<file path="config.mk">
export PLATFORM = sky130hd
export DESIGN_NAME = if_fetch_unit_flat
export DESIGN_NICKNAME = d
export VERILOG_FILES = /design/src/rtl/if_fetch_unit_if.sv /design/src/rtl/if_fetch_unit.sv /design/src/flat_wrapper.sv
export SDC_FILE = /design/constraint.sdc
export NUM_CORES = 1
export LEC_CHECK = 0
export CAP_MARGIN = 10
export CORE_MARGIN = 2
export CORE_UTILIZATION = 42
export CTS_CLUSTER_SIZE = 20
export DETAILED_ROUTE_END_ITERATION = 10
export PLACE_DENSITY = 0.8
export SLEW_MARGIN = 20
export SYNTH_ARGS = -nofsm -noshare
export SYNTH_HDL_FRONTEND = slang
export SYNTH_SLANG_ARGS = --single-unit
</file>
<file path="constraint.sdc">
create_clock -name clk -period 1.9 [get_ports clk]
set_input_delay 0.475 -clock clk [delete_from_list [all_inputs] [get_ports clk]]
set_output_delay 0.475 -clock clk [all_outputs]
set_load 0.01 [all_outputs]
</file>
<file path="src/rtl/if_fetch_unit_if.sv">
// Byte-wide memory read bus between the fetch unit and memory.
// The master drives the address and the read request; the slave returns data and ready.
interface if_fetch_unit_if;
    logic [15:0] mem_address;
    logic        mem_read;
    logic [7:0]  mem_data_in;
    logic        mem_ready;

    modport master (
        output mem_address,
        output mem_read,
        input  mem_data_in,
        input  mem_ready
    );

    modport slave (
        input  mem_address,
        input  mem_read,
        output mem_data_in,
        output mem_ready
    );
endinterface

</file>
<file path="src/rtl/if_fetch_unit.sv">
// Instruction fetch: reads three bytes at pc, presents the 24-bit word to decode,
// and holds it until decode finishes, then reloads pc from decode and fetches again.
module if_fetch_unit #(
    parameter logic [15:0] RESET_VECTOR = 16'h0000
) (
    input  logic                   clk,
    input  logic                   reset,
    input  logic                   halt,
    if_fetch_unit_if.master        mem,
    output logic [23:0]            instruction,
    output logic                   execute,
    output logic [15:0]            current_instruction_address,
    input  logic [15:0]            next_instruction_address,
    input  logic                   instruction_finished,
    output logic                   busy
);

    typedef enum logic [2:0] {
        S_IDLE,
        S_F0,
        S_F1,
        S_F2,
        S_EXEC
    } state_t;

    state_t      state_q, state_d;
    logic [15:0] pc_q, pc_d;
    logic [23:0] instr_q, instr_d;
    logic        exec_q, exec_d;
    logic        rd;
    logic [15:0] addr;
    logic [15:0] pc_p1;
    logic [15:0] pc_p2;

    assign pc_p1 = pc_q + 16'd1;
    assign pc_p2 = pc_q + 16'd2;

    // Next-state, byte capture and bus request for the fetch sequence.
    always_comb begin
        state_d = state_q;
        pc_d    = pc_q;
        instr_d = instr_q;
        rd      = 1'b0;
        addr    = pc_q;
        unique case (state_q)
            S_IDLE: begin
                if (!halt) state_d = S_F0;
            end
            S_F0: begin
                rd   = 1'b1;
                addr = pc_q;
                if (mem.mem_ready) begin
                    instr_d[23:16] = mem.mem_data_in;
                    state_d        = S_F1;
                end
            end
            S_F1: begin
                rd   = 1'b1;
                addr = pc_p1;
                if (mem.mem_ready) begin
                    instr_d[15:8] = mem.mem_data_in;
                    state_d       = S_F2;
                end
            end
            S_F2: begin
                rd   = 1'b1;
                addr = pc_p2;
                if (mem.mem_ready) begin
                    instr_d[7:0] = mem.mem_data_in;
                    state_d      = S_EXEC;
                end
            end
            S_EXEC: begin
                if (instruction_finished) begin
                    pc_d    = next_instruction_address;
                    state_d = halt ? S_IDLE : S_F0;
                end
            end
            default: state_d = S_IDLE;
        endcase
        exec_d = (state_d == S_EXEC);
    end

    // State, pc and output registers; reset abandons any fetch or execution.
    always_ff @(posedge clk) begin
        if (reset) begin
            state_q <= S_IDLE;
            pc_q    <= RESET_VECTOR;
            instr_q <= 24'h000000;
            exec_q  <= 1'b0;
        end else begin
            state_q <= state_d;
            pc_q    <= pc_d;
            instr_q <= instr_d;
            exec_q  <= exec_d;
        end
    end

    assign mem.mem_read                = rd;
    assign mem.mem_address             = addr;
    assign instruction                 = instr_q;
    assign execute                     = exec_q;
    assign current_instruction_address = pc_q;
    assign busy                        = (state_q != S_IDLE);

endmodule

</file>
<file path="src/flat_wrapper.sv">
// flat-port wrapper written by rule: the top's interface ports become plain ports
module if_fetch_unit_flat 
#(
    parameter logic [15:0] RESET_VECTOR = 16'h0000
)
  (clk, reset, halt, instruction, execute, current_instruction_address, next_instruction_address, instruction_finished, busy, mem_mem_address, mem_mem_read, mem_mem_data_in, mem_mem_ready);
  if_fetch_unit_if mem_i ();
  input  logic clk;
  input  logic reset;
  input  logic halt;
  output logic [23:0] instruction;
  output logic execute;
  output logic [15:0] current_instruction_address;
  input  logic [15:0] next_instruction_address;
  input  logic instruction_finished;
  output logic busy;
  output wire logic [$bits(mem_i.mem_address)-1:0] mem_mem_address;
  output wire logic [$bits(mem_i.mem_read)-1:0] mem_mem_read;
  input wire logic [$bits(mem_i.mem_data_in)-1:0] mem_mem_data_in;
  input wire logic [$bits(mem_i.mem_ready)-1:0] mem_mem_ready;
  assign mem_mem_address = mem_i.mem_address;
  assign mem_mem_read = mem_i.mem_read;
  assign mem_i.mem_data_in = mem_mem_data_in;
  assign mem_i.mem_ready = mem_mem_ready;
  if_fetch_unit #(.RESET_VECTOR(RESET_VECTOR)) u_core (.clk(clk), .reset(reset), .halt(halt), .mem(mem_i), .instruction(instruction), .execute(execute), .current_instruction_address(current_instruction_address), .next_instruction_address(next_instruction_address), .instruction_finished(instruction_finished), .busy(busy));
endmodule
</file>
==> results of run 1 <==
## per-stage QoR
step	area (um2)	instances
floorplan	2020	258
global placement	3140	417
detailed placement	3140	417
CTS	3390	437
global route	3560	444
finish	3560	444
## cells by family after synthesis
family | synth area share
flops | 0.438
xor+xnor | 0.0653
compound gates | 0.131
simple gates | 0.295
buf+inv | 0.0423
fa+ha+maj | 0.0187
mux | 0.00995
## critical path: stages (launching register included)
cell	delay, ns
dfxtp_4	0.37
buf_12	0.11
ha_4	0.16
nand2_4	0.06
a211oi_2	0.21
buf_4	0.15
and3_4	0.17
xor2_1	0.16
buf_2	0.16
## synthesized netlist by cell type
library cell  count
a211oi_1          1
a21oi_1          44
and3_1            4
and3b_1           1
buf_1             1
buf_2             4
buf_4             3
buf_6             1
clkbuf_1          6
clkbuf_2          1
dfxtp_1          44
ha_1              3
mux2i_1           2
nand2_1          86
nand2b_4          1
nand3_1           5
nand3b_1          3
nand3b_4          1
nand4_1           5
nor2_1            9
nor2b_1           3
nor3_1            3
nor3_2            1
nor3b_1           1
nor4_1            1
nor4_4            1
o21ai_0           4
o31ai_1           2
or2_2             1
or3_1             1
xnor2_1           6
xor2_1            9
## report_power, final
| part | switching, mW | internal (mW) |
|---|---|---|
| Combinational | 0.128 | 0.151 |
| Sequential | 0.0137 | 0.936 |
| Clock | 0.316 | 0.430 |
## timing repair
| action | in CTS | in global routing |
|---|---|---|
| pin swaps | 9 | 19 |
| resized for setup | 99 | 26 |
| buffers inserted | 12 | 8 |
| endpoints found under the setup margin | 18 | 18 |
## layer usage
metal,routed length (um),global-route usage,part of all wire
met5,0,0,0
met4,105,0.0658,0.015
met3,615,0.0677,0.088
met2,3440,0.417,0.49
met1,2810,0.277,0.40
## path summary, 6_finish.rpt
check | start | endpoint | slack, ns
setup / recovery | u_core.current_instruction_address[2] | mem_mem_address[7] | -0.42
hold reg to reg | u_core.instruction[8] | u_core.instruction[8] | 0.46
setup reg to reg | u_core.state_q[2] | u_core.instruction[17] | 0.46
hold / removal | u_core.instruction[8] | u_core.instruction[8] | 0.46
## sequential cells by signal (all words and copies together) (netlist names)
register	cells
u_core.current_instruction_address	16
u_core.execute	1
u_core.instruction	24
u_core.state_q	3
## final cells by class
cell class / count / area [um2] / area share
multi-input cells: 198 / 1210 / 0.341
clock inverters: 2 / 38.8 / 0.0109
clock buffers: 6 / 82.6 / 0.0232
repair buffers: 140 / 1250 / 0.352
flip-flops and latches: 44 / 905 / 0.254
well taps: 54 / 67.6 / 0.0190
==> summary.md, run 1 <==
| Metric | Value |
|---|---|
| FF-to-FF path depth | 7 |
| Initial DRC Count | 156 |
| First-pass GRT wire length | 9800 um |
| Dpl ws | -0.481 ns |
| Worst vdd ir | 0.000653 V |
| Max cap viols | 0 |
| Top-area cell type share of the netlist area | 0.438 |
| Mapped Nets | 290 |
| Max Fclk | 0.431 GHz |
| Static Leak | 1.48 nW |
| Seq cells post-synth | 44 |
| Worst skew pair latency | 0.30 ns |
| Drt pass-1 iters | 4 |
| Post-layout total power | 1.97 mW |
| Global route total overflow | 0 |
| GRT Total Usage | 0.236 |
| Clock slew at reported path FFs | 0.09 ns |
| Syn-to-layout area delta | 77.1% |
| Cell Rows | 25 |
| I/O Buffers | 87 |
| Final Critical Period | 2.32 ns |
| Initial Utilization | 0.432 |
| Leading cell type in the layout, fill and taps excluded | nand2_1 |
| Worst path arrival time | 1.85 ns |
| H-tree levels | 2 |
| Synth warn | 0 |
| Status | complete, but fails checks |
| Part of the cycle the worst path needs | 1.22 |
| Avg Inst Size Synth | 7.80 um2 |
| Area leader, netlist | dfxtp_1 |
| Critical Path Fanout Max | 3 |
| WL final | 6970 um |
| Hold WC Path Type | register to register |
| Bufs on Longest Clock Path | 2 |
| Clk_skew | 0.00950 ns |
| Sequential-to-total area share from yosys stat | 0.438 |
| PD cells | 554 mW/mm2 |
| Crit. End Element | primary output |
| Layout Nets | 421 |
| Synth top area cells | dfxtp_1, nand2_1, a21oi_1 |
| Core ar. | 0.00466 mm2 |
| Final Hold Fails | 0 |
| Final hold slack | 0.459 ns |
| Avg WL per Cell | 15.7 um |
| Final setup violating endpoints | 14 |
| Count of pins over their slew limit | 0 |
| Post-route DRC | 0 |
| Unrepaired setup endpoints after global routing | yes |
| Worst rel slew slack | 0.773 |
| Final setup TNS | -3.70 ns |
| Mapped Cells | 258 |
| Inserted Diodes | 0 |
| Critical path class | register to primary output |
| Antenna viol nets, final | 0 |
| Initial antenna violation count | 0 |
| CTS tree | built |
| Die Ht | 73.2 um |
| CP Launch Type | register |
| Die area | 0.00536 mm2 |
| Hold path depth | 2 |
| Final WS setup | -0.422 ns |
| Filler Cell Count | 333 |
| Die width | 73.2 um |
| Vias per inst | 5.23 |
| DR vias | 2321 |
| Worst-margin pin slew | 0.340 ns |
| Core Util, Final | 0.764 |
| GPL Wtd Cong | 0.861 |
| Vias in the first global route | 2066 |
| Sink Count | 44 |
| Commonest non-fill, non-tap cells in the layout | nand2_1, clkdlybuf4s50_1, a21oi_1, buf_4, dfxtp_1 |
| TritonCTS buffer count | 5 |
| CTS Hold Bufs | 0 |
| Synth unique cells | 32 |
| Root buf cell | clkbuf_8 |
| Synth Cell Area | 0.00201 mm2 |
| Hpwl dp | 4410 um |
| Largest net degree at the start of global routing | 17 |
| Failing checks | negative setup slack |
| IO Pins | 88 |
| Required @ worst endpoint | 1.42 ns |
| Fraction of layout cells with a size suffix above 1 | 0.292 |
Note: power is estimated with default switching activity, not from simulation.
==> run 2: changes to the inputs <==
--- a/config.mk
+++ b/config.mk
@@ -5,7 +5,7 @@
 export SDC_FILE = /design/constraint.sdc
 export NUM_CORES = 1
 export LEC_CHECK = 0
-export CAP_MARGIN = 10
+export CAP_MARGIN = 20
 export CORE_MARGIN = 2
 export CORE_UTILIZATION = 42
 export CTS_CLUSTER_SIZE = 20
==> results of run 2 <==
The final DEF is identical to that of run 1; final timing and power are the same.
==> run 3: changes to the inputs <==
--- a/config.mk
+++ b/config.mk
@@ -15,3 +15,4 @@
 export SYNTH_ARGS = -nofsm -noshare
 export SYNTH_HDL_FRONTEND = slang
 export SYNTH_SLANG_ARGS = --single-unit
+export TNS_END_PERCENT = 5
==> run 3 against run 2 <==
  * The run still ends with negative setup slack left
  * Die area unchanged
  * Register-to-register slack gained 0.08 ns
  * Worst hold slack hardly changed
  * Clock skew is essentially flat
  * Sequential share of layout area rose by 0.99 points
  * Design area is 4.6% lower
  * Non-clock buffer count down 8
  * Via count is 4.6% lower
  * Worst setup slack got worse by 0.0092 ns
  * Sequential power hardly changed
  * Cell count fell by 1.8%
  * First-iteration DRC count is 33% lower
  * Largest power group unchanged
  * Highest routed layer unchanged
==> summary.md, run 3 (same netlist as run 1, synthesis figures left out) <==
| Metric | Value |
|---|---|
| Status | complete, but fails checks |
| Failing checks | negative setup slack |
| Vias in the first global route | 2036 |
| Count of pins over their slew limit | 0 |
| WL final | 6270 um |
| Initial DRC Count | 105 |
| Hold path depth | 2 |
| CP Launch Type | register |
| Worst rel slew slack | 0.766 |
| Crit. End Element | primary output |
| Die width | 73.2 um |
| Initial antenna violation count | 0 |
| Cell Rows | 25 |
| Final hold slack | 0.459 ns |
| Max reg flops | 24 |
| Drt pass-1 iters | 4 |
| Part of the cycle the worst path needs | 1.23 |
| Required @ worst endpoint | 1.42 ns |
| H-tree levels | 2 |
| GPL Wtd Cong | 0.861 |
| Non-Filler Instances | 436 |
| Static Leak | 1.40 nW |
| Core ar. | 0.00466 mm2 |
| Final setup violating endpoints | 14 |
| TritonCTS buffer count | 5 |
| Post-layout total power | 1.95 mW |
| Die Ht | 73.2 um |
| Leading cell type in the layout, fill and taps excluded | nand2_1 |
| Bufs on Longest Clock Path | 2 |
| Largest net degree at the start of global routing | 17 |
| Uppermost routed layer | met4 |
| Met3 routed wirelength | 514 um |
| Metal2 WL | 3030 um |
| WL met1 | 2650 um |
| Avg WL per Cell | 14.4 um |
| Max Fclk | 0.429 GHz |
| Clk_skew | 0.00968 ns |
| Die area | 0.00536 mm2 |
| First-pass GRT wire length | 9600 um |
| Worst-margin pin slew | 0.351 ns |
| Critical Path Fanout Max | 5 |
| Final Critical Period | 2.33 ns |
| I/O Buffers | 87 |
| Post-route DRC | 0 |
| DR vias | 2215 |
| Max cap viols | 0 |
| Sink Count | 44 |
| Initial Utilization | 0.432 |
| Global route total overflow | 0 |
| Critical path class | register to primary output |
| Antenna viol nets, final | 0 |
| FF-to-FF path depth | 6 |
| Worst skew pair latency | 0.30 ns |
| Hold WC Path Type | register to register |
| Worst vdd ir | 0.000652 V |
| Worst path arrival time | 1.86 ns |
| GRT Total Usage | 0.232 |
| PD cells | 572 mW/mm2 |
| Final Hold Fails | 0 |
| Root buf cell | clkbuf_8 |
| Layout Nets | 413 |
| CTS Hold Bufs | 0 |
| Syn-to-layout area delta | 69.0% |
| CTS tree | built |
| Hpwl dp | 4410 um |
| Final WS setup | -0.432 ns |
| Fraction of layout cells with a size suffix above 1 | 0.264 |
| IO Pins | 88 |
| Inserted Diodes | 0 |
| Placed cells | 417 |
| Vias per inst | 5.08 |
| Commonest non-fill, non-tap cells in the layout | nand2_1, clkdlybuf4s50_1, a21oi_1, buf_4, dfxtp_1 |
| Unrepaired setup endpoints after global routing | yes |
| Clock slew at reported path FFs | 0.08 ns |
-- run 3: metrics by stage --
stage / TNS [ns] / cell area, um2 / utilization / setup slack (ns)
6_report: -3.40 / 3400 / 0.729 / -0.432
5_1_grt: -4.57 / 3400 / 0.729 / -0.474
3_5_place_dp: -4.83 / 3140 / 0.673 / -0.481
2_1_floorplan: 0 / 2020 / - / 0.0124
3_3_place_gp: -4.06 / 3140 / 0.673 / -0.434
4_1_cts: -3.08 / 3340 / 0.716 / -0.386
-- run 3: report_power, final --
| part | total (mW) | switching [mW] | internal, mW | leakage (nW) |
|---|---|---|---|---|
| Combinational | 0.247 | 0.114 | 0.133 | 0.979 |
| Sequential | 0.953 | 0.0147 | 0.938 | 0.360 |
| Clock | 0.745 | 0.316 | 0.430 | 0.0614 |
| Total | 1.95 | 0.445 | 1.50 | 1.40 |
-- run 3: per-layer routing --
layer / vias to the layer above / track usage
li1: 1108 / -
met1: 1011 / 0.270
met2: 90 / 0.410
met3: 6 / 0.0677
met4: 0 / 0.0679
met5: - / 0
-- run 3: worst max-delay path, cell delays in order, from the launching register on --
cell	delay [ns]
dfxtp_4	0.39
ha_2	0.20
nand2_2	0.08
a211oi_2	0.28
buf_4	0.17
and3_1	0.17
xor2_1	0.13
buf_2	0.15
-- run 3: final cells by class --
| class | instances | area [um2] |
|---|---|---|
| clock buffers | 6 | 82.6 |
| multi-input cells | 198 | 1150 |
| clock inverters | 2 | 38.8 |
| flip-flops and latches | 44 | 897 |
| well taps | 54 | 67.6 |
| repair buffers | 132 | 1160 |
| fillers | 363 | 1260 |
-- run 3: path summary, 6_finish.rpt --
path                            slack [ns]                                   from                                     to
worst max-delay path                 -0.43  u_core.current_instruction_address[1]                     mem_mem_address[7]
worst min-delay path                  0.46                  u_core.instruction[8]                  u_core.instruction[8]
worst max register to register        0.54                      u_core.state_q[0]  u_core.current_instruction_address[8]
worst min register to register        0.46                  u_core.instruction[8]                  u_core.instruction[8]
-- run 3: repair_timing --
item | in CTS | in global routing
setup buffers | 7 | 4
endpoints found under the setup margin | 18 | 18
resized for setup | 93 | 11
pin swaps | 8 | 9
==> edit (settings of run 1) <==
Take the reset off `instr_q` and load it in a clocked block of its own.
--- a/src/rtl/if_fetch_unit.sv
+++ b/src/rtl/if_fetch_unit.sv
@@ -86,14 +86,16 @@
         if (reset) begin
             state_q <= S_IDLE;
             pc_q    <= RESET_VECTOR;
-            instr_q <= 24'h000000;
             exec_q  <= 1'b0;
         end else begin
             state_q <= state_d;
             pc_q    <= pc_d;
-            instr_q <= instr_d;
             exec_q  <= exec_d;
         end
+    end
+
+    always_ff @(posedge clk) begin
+        instr_q <= instr_d;
     end
 
     assign mem.mem_read                = rd;
Function: differs if reset is asserted again (counterexample within 4 cycles, from zero or initial values and one cycle with reset high); with reset held inactive, the same outputs for 10 cycles.
==> edit against run 1 <==
  * The flow still finishes with violations (negative setup slack)
  * Cell area is 8.0% lower
  * Sequential cell count stayed put
  * Count of clock-buffer cells in the layout shrank 1
  * Routed wire length fell by 21%
  * Worst setup slack worse by 21 ps
  * Clock power is 1% lower
  * Via count shrank 24%
  * Die area fell by 5.5%
  * Total power increased by 0.73%
  * Synthesized cell count is 31% lower
  * Synthesized area fell by 5.8%
  * Clock skew is 6.2 ps lower
  * Sequential power up 8%
  * Highest routed layer unchanged
==> edit: results (changes against run 1) <==
setup slack after layout=-443.5 ps (was -422.3 ps); global-route wire length before repair=8211 um (was 9798 um); DP Area=3045 um2 (was 3137 um2); failing checks=negative setup slack (unchanged); # resized after CTS=87 (was 99); Arrival @ worst endpoint=1870 ps (was 1850 ps); WHS=511.1 ps (was 459.1 ps); Syn Inst Count=178 (was 258); status=finished with violations (unchanged); mux share of post-synthesis cell area=0.01056 (was 0.009950); peak supply drop=0.0004423 V (was 0.0006534 V); TNS Setup=-4620 ps (was -3698 ps); Critical Path Sink=mem_mem_address[13] (was mem_mem_address[7]); ClkCell Share=0.03513 (was 0.03407); clock skew=3.350 ps (was 9.503 ps); synth unique cells=36 (was 32); Min-Delay Endpoint=u_core.current_instruction_address[14]$_SDFFE_PP0P_ (was u_core.instruction[8]$_SDFFE_PP0P_); final setup fails=14 (unchanged); Seq/Total Area, Yosys=0.5914 (was 0.4378); fill count=291 (was 333); fin cells=356 (was 444); number of flops mapped to enable cells by yosys=24 (was 0); crit-path max FO=4 (was 3); Mapped Nets=209 (was 290); final instance area=3277 um2 (was 3562 um2)
-- edit: cell types whose count changed after synthesis, sizes merged, moves of 4 or more --
cell / before / now
buf: 9 / 3
dfxtp: 44 / 20
nand2: 86 / 38
nand4: 5 / 0
inv: 0 / 4
edfxtp: 0 / 24
a21oi: 44 / 19
-- edit: logic make-up after synthesis --
group / Yosys count
AO/OA/AOI/OAI: 25
adder cells (fa/ha/maj): 2
AND/OR/NAND/NOR: 78
multiplexers: 2
flip-flops: 44
XOR/XNOR: 15
buffers and inverters: 12
-- edit: metal layers --
layer | track usage | part of all wire | vias up
li1 | - | - | 856
met1 | 0.2736 | 0.44 | 829
met2 | 0.3405 | 0.49 | 63
met3 | 0.05271 | 0.057 | 9
met4 | 0.07128 | 0.017 | 0
met5 | 0 | 0 | -
-- edit: worst min-delay path: stages, from the launching register on --
cell and delay (ps):
dfxtp_1 350, nand2_1 70, a21oi_1 60
